$ cat config.mk
export PLATFORM = sky130hd
export DESIGN_NAME = multicycle_alu
export DESIGN_NICKNAME = d
export VERILOG_FILES = /design/src/rtl/alu_pkg.sv /design/src/rtl/iter_muldiv.sv /design/src/rtl/multicycle_alu.sv
export SDC_FILE = /design/constraint.sdc
export NUM_CORES = 1
export LEC_CHECK = 0
export ABC_AREA = 0
export CELL_PAD_IN_SITES_DETAIL_PLACEMENT = 1
export CELL_PAD_IN_SITES_GLOBAL_PLACEMENT = 1
export CORE_MARGIN = 4
export CORE_UTILIZATION = 47
export DETAILED_ROUTE_END_ITERATION = 12
export HOLD_SLACK_MARGIN = 0.12
export PLACE_DENSITY = 0.89
export SLEW_MARGIN = 20
export SYNTH_ARGS = -nofsm -noshare
export SYNTH_HDL_FRONTEND = slang
export SYNTH_SLANG_ARGS = --single-unit
$ cat constraint.sdc
create_clock -name clk -period 5.9 [get_ports clk]
set_input_delay 0.59 -clock clk [delete_from_list [all_inputs] [get_ports clk]]
set_output_delay 0.59 -clock clk [all_outputs]
set_load 0.01 [all_outputs]
$ cat src/rtl/alu_pkg.sv
// -----------------------------------------------------------------------------
// alu_pkg
// Shared definitions for the multicycle ALU: operation width, the operation
// encoding, the control FSM state type and a helper that classifies an op as
// iterative (mul/divu) or single-cycle.
// No ports (package).
// -----------------------------------------------------------------------------
package alu_pkg;

  localparam int OP_W = 4;

  localparam logic [OP_W-1:0] OP_ADD  = 4'b0000;
  localparam logic [OP_W-1:0] OP_ADDI = 4'b0001;
  localparam logic [OP_W-1:0] OP_SLL  = 4'b0010;
  localparam logic [OP_W-1:0] OP_SLT  = 4'b0011;
  localparam logic [OP_W-1:0] OP_SW   = 4'b0100;
  localparam logic [OP_W-1:0] OP_LW   = 4'b0101;
  localparam logic [OP_W-1:0] OP_MUL  = 4'b0110;
  localparam logic [OP_W-1:0] OP_DIVU = 4'b0111;

  typedef enum logic [1:0] {
    ST_IDLE = 2'b00,
    ST_BUSY = 2'b01,
    ST_DONE = 2'b10
  } state_t;

  // True for the ops that run through the shift-add / restoring engine.
  function automatic logic is_iterative(input logic [OP_W-1:0] op_code);
    return (op_code == OP_MUL) || (op_code == OP_DIVU);
  endfunction

endpackage

$ cat src/rtl/iter_muldiv.sv
// -----------------------------------------------------------------------------
// iter_muldiv
// One-bit-per-cycle unsigned multiplier (shift-add) and restoring divider.
// A start pulse loads the operands; the engine then runs exactly WIDTH
// iterations. o_done is high during the last iteration cycle, and o_hi/o_lo
// carry the value that iteration produces, so the parent can capture the
// final result on the same edge that would have stored it here.
// Ports:
//   clk, rst       clock, synchronous active-high reset
//   i_start        load operands and begin (one cycle)
//   i_is_div       1 = divu, 0 = mul (sampled with i_start)
//   i_a, i_b       operands (sampled with i_start)
//   o_done         last iteration in progress
//   o_hi, o_lo     mul: product high/low half; divu: remainder/quotient
// -----------------------------------------------------------------------------
module iter_muldiv #(
  parameter int WIDTH = 32
) (
  input  logic             clk,
  input  logic             rst,
  input  logic             i_start,
  input  logic             i_is_div,
  input  logic [WIDTH-1:0] i_a,
  input  logic [WIDTH-1:0] i_b,
  output logic             o_done,
  output logic [WIDTH-1:0] o_hi,
  output logic [WIDTH-1:0] o_lo
);

  localparam int              CNT_W = $clog2(WIDTH);
  localparam logic [CNT_W-1:0] LAST = CNT_W'(WIDTH - 1);

  logic             r_busy;
  logic             r_is_div;
  logic [CNT_W-1:0] r_cnt;
  logic [WIDTH-1:0] r_opnd;   // multiplicand for mul, divisor for divu
  logic [WIDTH-1:0] r_hi;     // partial product high / partial remainder
  logic [WIDTH-1:0] r_lo;     // multiplier bits / dividend-then-quotient bits

  logic [WIDTH:0]   w_sum;
  logic [WIDTH:0]   w_shift;
  logic [WIDTH-1:0] w_diff;
  logic             w_ge;
  logic [WIDTH-1:0] w_hi_nxt;
  logic [WIDTH-1:0] w_lo_nxt;

  // One iteration step for both engines.
  always_comb begin
    // mul: add multiplicand when the current multiplier bit is set, then
    // shift the {carry, hi, lo} chain right by one.
    w_sum   = {1'b0, r_hi} + (r_lo[0] ? {1'b0, r_opnd} : {(WIDTH+1){1'b0}});
    // divu: shift the next dividend bit into the remainder and try to subtract.
    // The remainder after a successful subtract is below the divisor, so the
    // modulo-2^WIDTH difference is exact even when w_shift[WIDTH] is set.
    w_shift = {r_hi, r_lo[WIDTH-1]};
    w_ge    = (w_shift >= {1'b0, r_opnd});
    w_diff  = w_shift[WIDTH-1:0] - r_opnd;
    if (r_is_div) begin
      if (w_ge) begin
        w_hi_nxt = w_diff;
        w_lo_nxt = {r_lo[WIDTH-2:0], 1'b1};
      end else begin
        w_hi_nxt = w_shift[WIDTH-1:0];
        w_lo_nxt = {r_lo[WIDTH-2:0], 1'b0};
      end
    end else begin
      w_hi_nxt = w_sum[WIDTH:1];
      w_lo_nxt = {w_sum[0], r_lo[WIDTH-1:1]};
    end
  end

  assign o_done = r_busy && (r_cnt == LAST);
  assign o_hi   = w_hi_nxt;
  assign o_lo   = w_lo_nxt;

  // Operand load, iteration state and iteration counter.
  always_ff @(posedge clk) begin
    if (rst) begin
      r_busy   <= 1'b0;
      r_is_div <= 1'b0;
      r_cnt    <= {CNT_W{1'b0}};
      r_opnd   <= {WIDTH{1'b0}};
      r_hi     <= {WIDTH{1'b0}};
      r_lo     <= {WIDTH{1'b0}};
    end else if (i_start) begin
      r_busy   <= 1'b1;
      r_is_div <= i_is_div;
      r_cnt    <= {CNT_W{1'b0}};
      r_hi     <= {WIDTH{1'b0}};
      r_lo     <= i_is_div ? i_a : i_b;
      r_opnd   <= i_is_div ? i_b : i_a;
    end else if (r_busy) begin
      r_hi <= w_hi_nxt;
      r_lo <= w_lo_nxt;
      if (r_cnt == LAST) begin
        r_busy <= 1'b0;
        r_cnt  <= {CNT_W{1'b0}};
      end else begin
        r_cnt  <= r_cnt + CNT_W'(1);
      end
    end else begin
      r_busy <= 1'b0;
    end
  end

endmodule

$ cat src/rtl/multicycle_alu.sv
// -----------------------------------------------------------------------------
// multicycle_alu
// Small ALU with a valid/ready request side and a valid/ready result side.
// add/addi/sw/lw/sll/slt finish one cycle after accept; mul and divu run in
// iter_muldiv for WIDTH cycles. One operation is outstanding at a time and
// the result is held until the consumer takes it.
// Ports:
//   clk, rst              clock, synchronous active-high reset
//   in_valid / in_ready   request handshake (in_ready only in IDLE)
//   a, b, op              operands and operation code
//   out_valid / out_ready result handshake
//   y_out                 primary result
//   hi_out                mul high half, divu remainder, else 0
//   branch_eval           (a == b) of the accepted operands
// -----------------------------------------------------------------------------
module multicycle_alu
  import alu_pkg::*;
#(
  parameter int WIDTH = 32,
  parameter int SHW   = $clog2(WIDTH)
) (
  input  logic             clk,
  input  logic             rst,
  input  logic             in_valid,
  output logic             in_ready,
  input  logic [WIDTH-1:0] a,
  input  logic [WIDTH-1:0] b,
  input  logic [OP_W-1:0]  op,
  output logic             out_valid,
  input  logic             out_ready,
  output logic [WIDTH-1:0] y_out,
  output logic [WIDTH-1:0] hi_out,
  output logic             branch_eval
);

  localparam logic [WIDTH-1:0] WIDTH_VAL = WIDTH'(WIDTH);

  state_t           r_state;
  logic             r_in_ready;
  logic             r_out_valid;
  logic [WIDTH-1:0] r_y;
  logic [WIDTH-1:0] r_hi;
  logic             r_branch;

  logic             w_accept;
  logic             w_start;
  logic [WIDTH-1:0] w_y_single;
  logic             w_md_done;
  logic [WIDTH-1:0] w_md_hi;
  logic [WIDTH-1:0] w_md_lo;

  assign w_accept = (r_state == ST_IDLE) && in_valid;
  assign w_start  = w_accept && is_iterative(op);

  // Single-cycle results; registered only when the request is accepted.
  always_comb begin
    w_y_single = {WIDTH{1'b0}};
    case (op)
      OP_ADD, OP_ADDI, OP_SW, OP_LW: w_y_single = a + b;
      OP_SLL: begin
        // Shift amounts of WIDTH or more clear the result.
        if (b < WIDTH_VAL) begin
          w_y_single = a << b[SHW-1:0];
        end else begin
          w_y_single = {WIDTH{1'b0}};
        end
      end
      OP_SLT:  w_y_single = {{(WIDTH-1){1'b0}}, ($signed(a) < $signed(b))};
      default: w_y_single = {WIDTH{1'b0}};
    endcase
  end

  iter_muldiv #(.WIDTH(WIDTH)) u_muldiv (
    .clk      (clk),
    .rst      (rst),
    .i_start  (w_start),
    .i_is_div (op == OP_DIVU),
    .i_a      (a),
    .i_b      (b),
    .o_done   (w_md_done),
    .o_hi     (w_md_hi),
    .o_lo     (w_md_lo)
  );

  // Control FSM with registered handshake and result outputs.
  always_ff @(posedge clk) begin
    if (rst) begin
      r_state     <= ST_IDLE;
      r_in_ready  <= 1'b1;
      r_out_valid <= 1'b0;
      r_y         <= {WIDTH{1'b0}};
      r_hi        <= {WIDTH{1'b0}};
      r_branch    <= 1'b0;
    end else begin
      case (r_state)
        ST_IDLE: begin
          if (w_accept) begin
            r_in_ready <= 1'b0;
            r_branch   <= (a == b);
            if (is_iterative(op)) begin
              r_state <= ST_BUSY;
            end else begin
              r_state     <= ST_DONE;
              r_out_valid <= 1'b1;
              r_y         <= w_y_single;
              r_hi        <= {WIDTH{1'b0}};
            end
          end else begin
            r_in_ready <= 1'b1;
          end
        end
        ST_BUSY: begin
          // Capture the final iteration's value on the edge that completes it.
          if (w_md_done) begin
            r_state     <= ST_DONE;
            r_out_valid <= 1'b1;
            r_y         <= w_md_lo;
            r_hi        <= w_md_hi;
          end else begin
            r_state <= ST_BUSY;
          end
        end
        ST_DONE: begin
          if (out_ready) begin
            r_state     <= ST_IDLE;
            r_out_valid <= 1'b0;
            r_in_ready  <= 1'b1;
          end else begin
            r_state <= ST_DONE;
          end
        end
        default: begin
          r_state     <= ST_IDLE;
          r_in_ready  <= 1'b1;
          r_out_valid <= 1'b0;
        end
      endcase
    end
  end

  assign in_ready    = r_in_ready;
  assign out_valid   = r_out_valid;
  assign y_out       = r_y;
  assign hi_out      = r_hi;
  assign branch_eval = r_branch;

endmodule
==> results.sh <==
export IMPL_ys_top_cells_by_area="dfxtp_1 (22%), ha_1 (10%), nand2_1 (6.4%)"
export IMPL_grt_pass1_wl_mm=103
export IMPL_synth_top_cell_by_area="dfxtp_1"
export IMPL_wl_mm=67.1
export IMPL_vias=17600
export IMPL_drive_above_1_share=0.0552
export IMPL_finClkSkew_ns=0.0172
export IMPL_grt_max_degree=109
export IMPL_ff_latch_area_sq_mm=0.00345
export IMPL_synth_common_cells="nand2_1 (267), nor2_1 (224), a21oi_1 (194)"
export IMPL_clk_pin_slew_ns=0.07
export IMPL_grt_usage=0.359
export IMPL_dp_cells=2603
export IMPL_instances_no_fill=2635
export IMPL_rrSetupSlack_ns=1.74
export IMPL_synth_edf_count=0
export IMPL_die_x_microns=191
export IMPL_synth_mux_area_frac=0.0714
export IMPL_ys_types=83
export IMPL_hold_ws_ns=0.453
export IMPL_die_area_sq_mm=0.0365
export IMPL_final_cell_area_sq_mm=0.0179
export IMPL_leakage_nw=7.10
export IMPL_cp_common_cell="a21oi_1"
export IMPL_hold_depth=2
export IMPL_rows=66
export IMPL_startpoint="b[4]"
export IMPL_fillers=4162
export IMPL_ant_nets=0
export IMPL_crit_chain="clkdlybuf4s50_1 > inv_2 > ha_1 > a21oi_1 > o21bai_1 > a21oi_1 > nor2_1 > nor3_1 > o221ai_1 > a311oi_1 > mux2i_1 > o21ai_0 > a31oi_1"
export IMPL_hold_buffers=0
export IMPL_slew_violations=0
export IMPL_multi_input_area_sq_mm=0.0113
export IMPL_cp_start_kind="primary input"
export IMPL_synth_top_family_by_area="compound AO/OA/AOI/OAI gates"
export IMPL_clkSinkCount=172
export IMPL_post_dp_hpwl_mm=49.7
export IMPL_placed_area_sq_mm=0.0173
export IMPL_diodes=0
export IMPL_wl_per_cell_microns=25.5
export IMPL_status="completed"
export IMPL_gr_total_overflow=0
export IMPL_yosysTopAreaCellShare=0.219
export IMPL_cts_root_buf="clkbuf_16"
export IMPL_post_cts_setup_buffer_count=0
export IMPL_r2r_start="u_muldiv.r_opnd[26]"
export IMPL_portBuffers=138
export IMPL_clock_fmax_mhz=228
export IMPL_via_per_inst=6.68
export IMPL_synthFlopType="dfxtp_1"
export IMPL_avgSynthCellArea_sq_um=7.37
export IMPL_setup_viol=0
export IMPL_period_share=0.743
export IMPL_min_to="hi_out[29]"
export IMPL_period_needed_ns=4.38
export IMPL_setup_tns_ns=0
export IMPL_clk_latency_ns=0.46
export IMPL_worst_path_max_delay_cell="clkdlybuf4s50_1"
export IMPL_cp_max_fo=20
export IMPL_crit_type="in2reg"
export IMPL_relSlewSlack=0.270
export IMPL_numCtsBuffers=17
export IMPL_vdd_drop_max_v=0.000155
export IMPL_cp_required_ns=6.28
export IMPL_antenna_found_initial=0
export IMPL_yosys_warnings=0
export IMPL_seq_area_frac_synth=0.219
export IMPL_syn_inst=2137
export IMPL_dr_pass1_iters=5
export IMPL_cts_buffer_depth=2
export IMPL_rsz0062_at_grt="no"
export IMPL_nNetsFinal=2386
export IMPL_ff2ff_path_depth=12
export IMPL_syn_nets=2342
export IMPL_drt_iter0_drc=1773
export IMPL_core_region_area_sq_mm=0.0328
export IMPL_start_util=0.480
export IMPL_gp_congestion=0.959
export IMPL_ios=139
export IMPL_worstMarginPinSlew_ns=1.09
export IMPL_powerDensity_mw_per_mm2=209
export IMPL_die_h_microns=191
export IMPL_cp_end_kind="flip-flop"
export IMPL_drv_cap=0
export IMPL_drc=0
export IMPL_synth_xor_area_frac=0.0434
export IMPL_critPathMaxStageDelay_ns=1.08
export IMPL_postSynth_asyncResetShare=0
export IMPL_synth_simple_gate_area_frac=0.208
export IMPL_hold_path_startpoint="hi_out[29]"
export IMPL_r2r_end="u_muldiv.r_hi[2]"
export IMPL_htreeDepth=4
export IMPL_netlist_area_sq_mm=0.0157
export IMPL_yosys_area_share_adder=0.107
export IMPL_hold_class="reg2reg"
export IMPL_post_cts_resized_instances=0
export IMPL_hold_viol_final=0
export IMPL_syn_to_final_growth_pct=14.0
export IMPL_synth_compound_area_frac=0.289
export IMPL_grt_pass1_vias=18000
export IMPL_cts_tree="done"
export IMPL_ys_seq_elements=172
export IMPL_yosysMostFrequentCell="nand2_1"
export IMPL_worstPathArrival_ns=4.77
-- worst max-delay path, delay by kind of cell --
family / cells / cell delay [ns]
simple gates: 2 / 0.30
buf+inv: 2 / 1.37
fa+ha+maj: 1 / 0.30
mux: 1 / 0.55
compound gates: 7 / 1.65
-- cell usage in the layout (no fill, tap or decap), types with 18 or more instances in the layout --
cell type / count
a21oi_1: 193
clkdlybuf4s50_1: 136
inv_1: 104
nor2b_1: 21
o211ai_1: 40
a211oi_1: 23
nand4_1: 28
nor2_1: 223
buf_4: 25
dfxtp_1: 170
xor2_1: 25
a311oi_1: 37
mux2i_1: 74
clkbuf_16: 18
nand2_1: 266
ha_1: 130
mux2_2: 20
nor3_1: 34
o21ai_0: 113
nand3_1: 32
a21o_1: 30
a31oi_1: 32
o221ai_1: 38
a22o_1: 18
o21bai_1: 23
and2_1: 41
xnor2_1: 53
-- flip-flops by register name (all words and copies together) (netlist names) --
| register | flops |
|---|---|
| u_muldiv.r_hi | 32 |
| out_valid | 1 |
| u_muldiv.r_busy | 1 |
| in_ready | 1 |
| y_out | 32 |
| u_muldiv.r_opnd | 32 |
| r_state | 2 |
| u_muldiv.r_cnt | 5 |
| u_muldiv.r_lo | 32 |
| branch_eval | 1 |
| hi_out | 32 |
| u_muldiv.r_is_div | 1 |
-- cells by family (layout without fill, tap and decap cells) --
group | after synthesis | after routing
AO/OA/AOI/OAI | 679 | 679
XOR/XNOR | 78 | 78
adder cells (fa/ha/maj) | 133 | 133
buffers and inverters | 246 | 302
flip-flops | 172 | 172
multiplexers | 101 | 101
AND/OR/NAND/NOR | 728 | 728
-- power by group --
group	switching [mW]	internal [mW]
Clock	0.552	0.696
Combinational	0.811	0.452
Sequential	0.0446	1.20
-- through the flow --
stage | utilization | worst slack, ns | power [mW]
3_5_place_dp | 0.528 | 1.16 | 2.48
2_1_floorplan | - | 2.37 | 2.06
6_report | 0.547 | 1.52 | 3.75
3_3_place_gp | 0.528 | 1.18 | 2.45
5_1_grt | 0.547 | 1.53 | 3.89
4_1_cts | 0.546 | 1.62 | 3.73
-- routing by layer --
layer	vias up	wire length [microns]	part of all wire	global-route usage
met4	0	3670	0.055	0.181
met1	8778	27800	0.41	0.462
li1	7847	-	-	-
met2	798	31000	0.46	0.590
met5	-	0	0	0
met3	185	4600	0.069	0.0475
-- cell type report --
cell class | count | area share
clock buffers | 19 | 0.0253
multi-input cells | 1719 | 0.632
clock inverters | 12 | 0.00892
repair buffers | 163 | 0.0881
well taps | 442 | 0.0308
inverters | 108 | 0.0226
flip-flops and latches | 172 | 0.192
-- how the worst max path moves through the flow --
stage / to / slack (ns) / cells after the start
finish: y_out[0] / 1.52 / 13
global route: y_out[17] / 1.53 / 13
CTS: y_out[0] / 1.62 / 13
detailed placement: y_out[0] / 1.16 / 13
global placement: y_out[0] / 1.18 / 13
floorplan: y_out[30] / 2.37 / 15
Note: power is estimated with default switching activity, not from simulation.
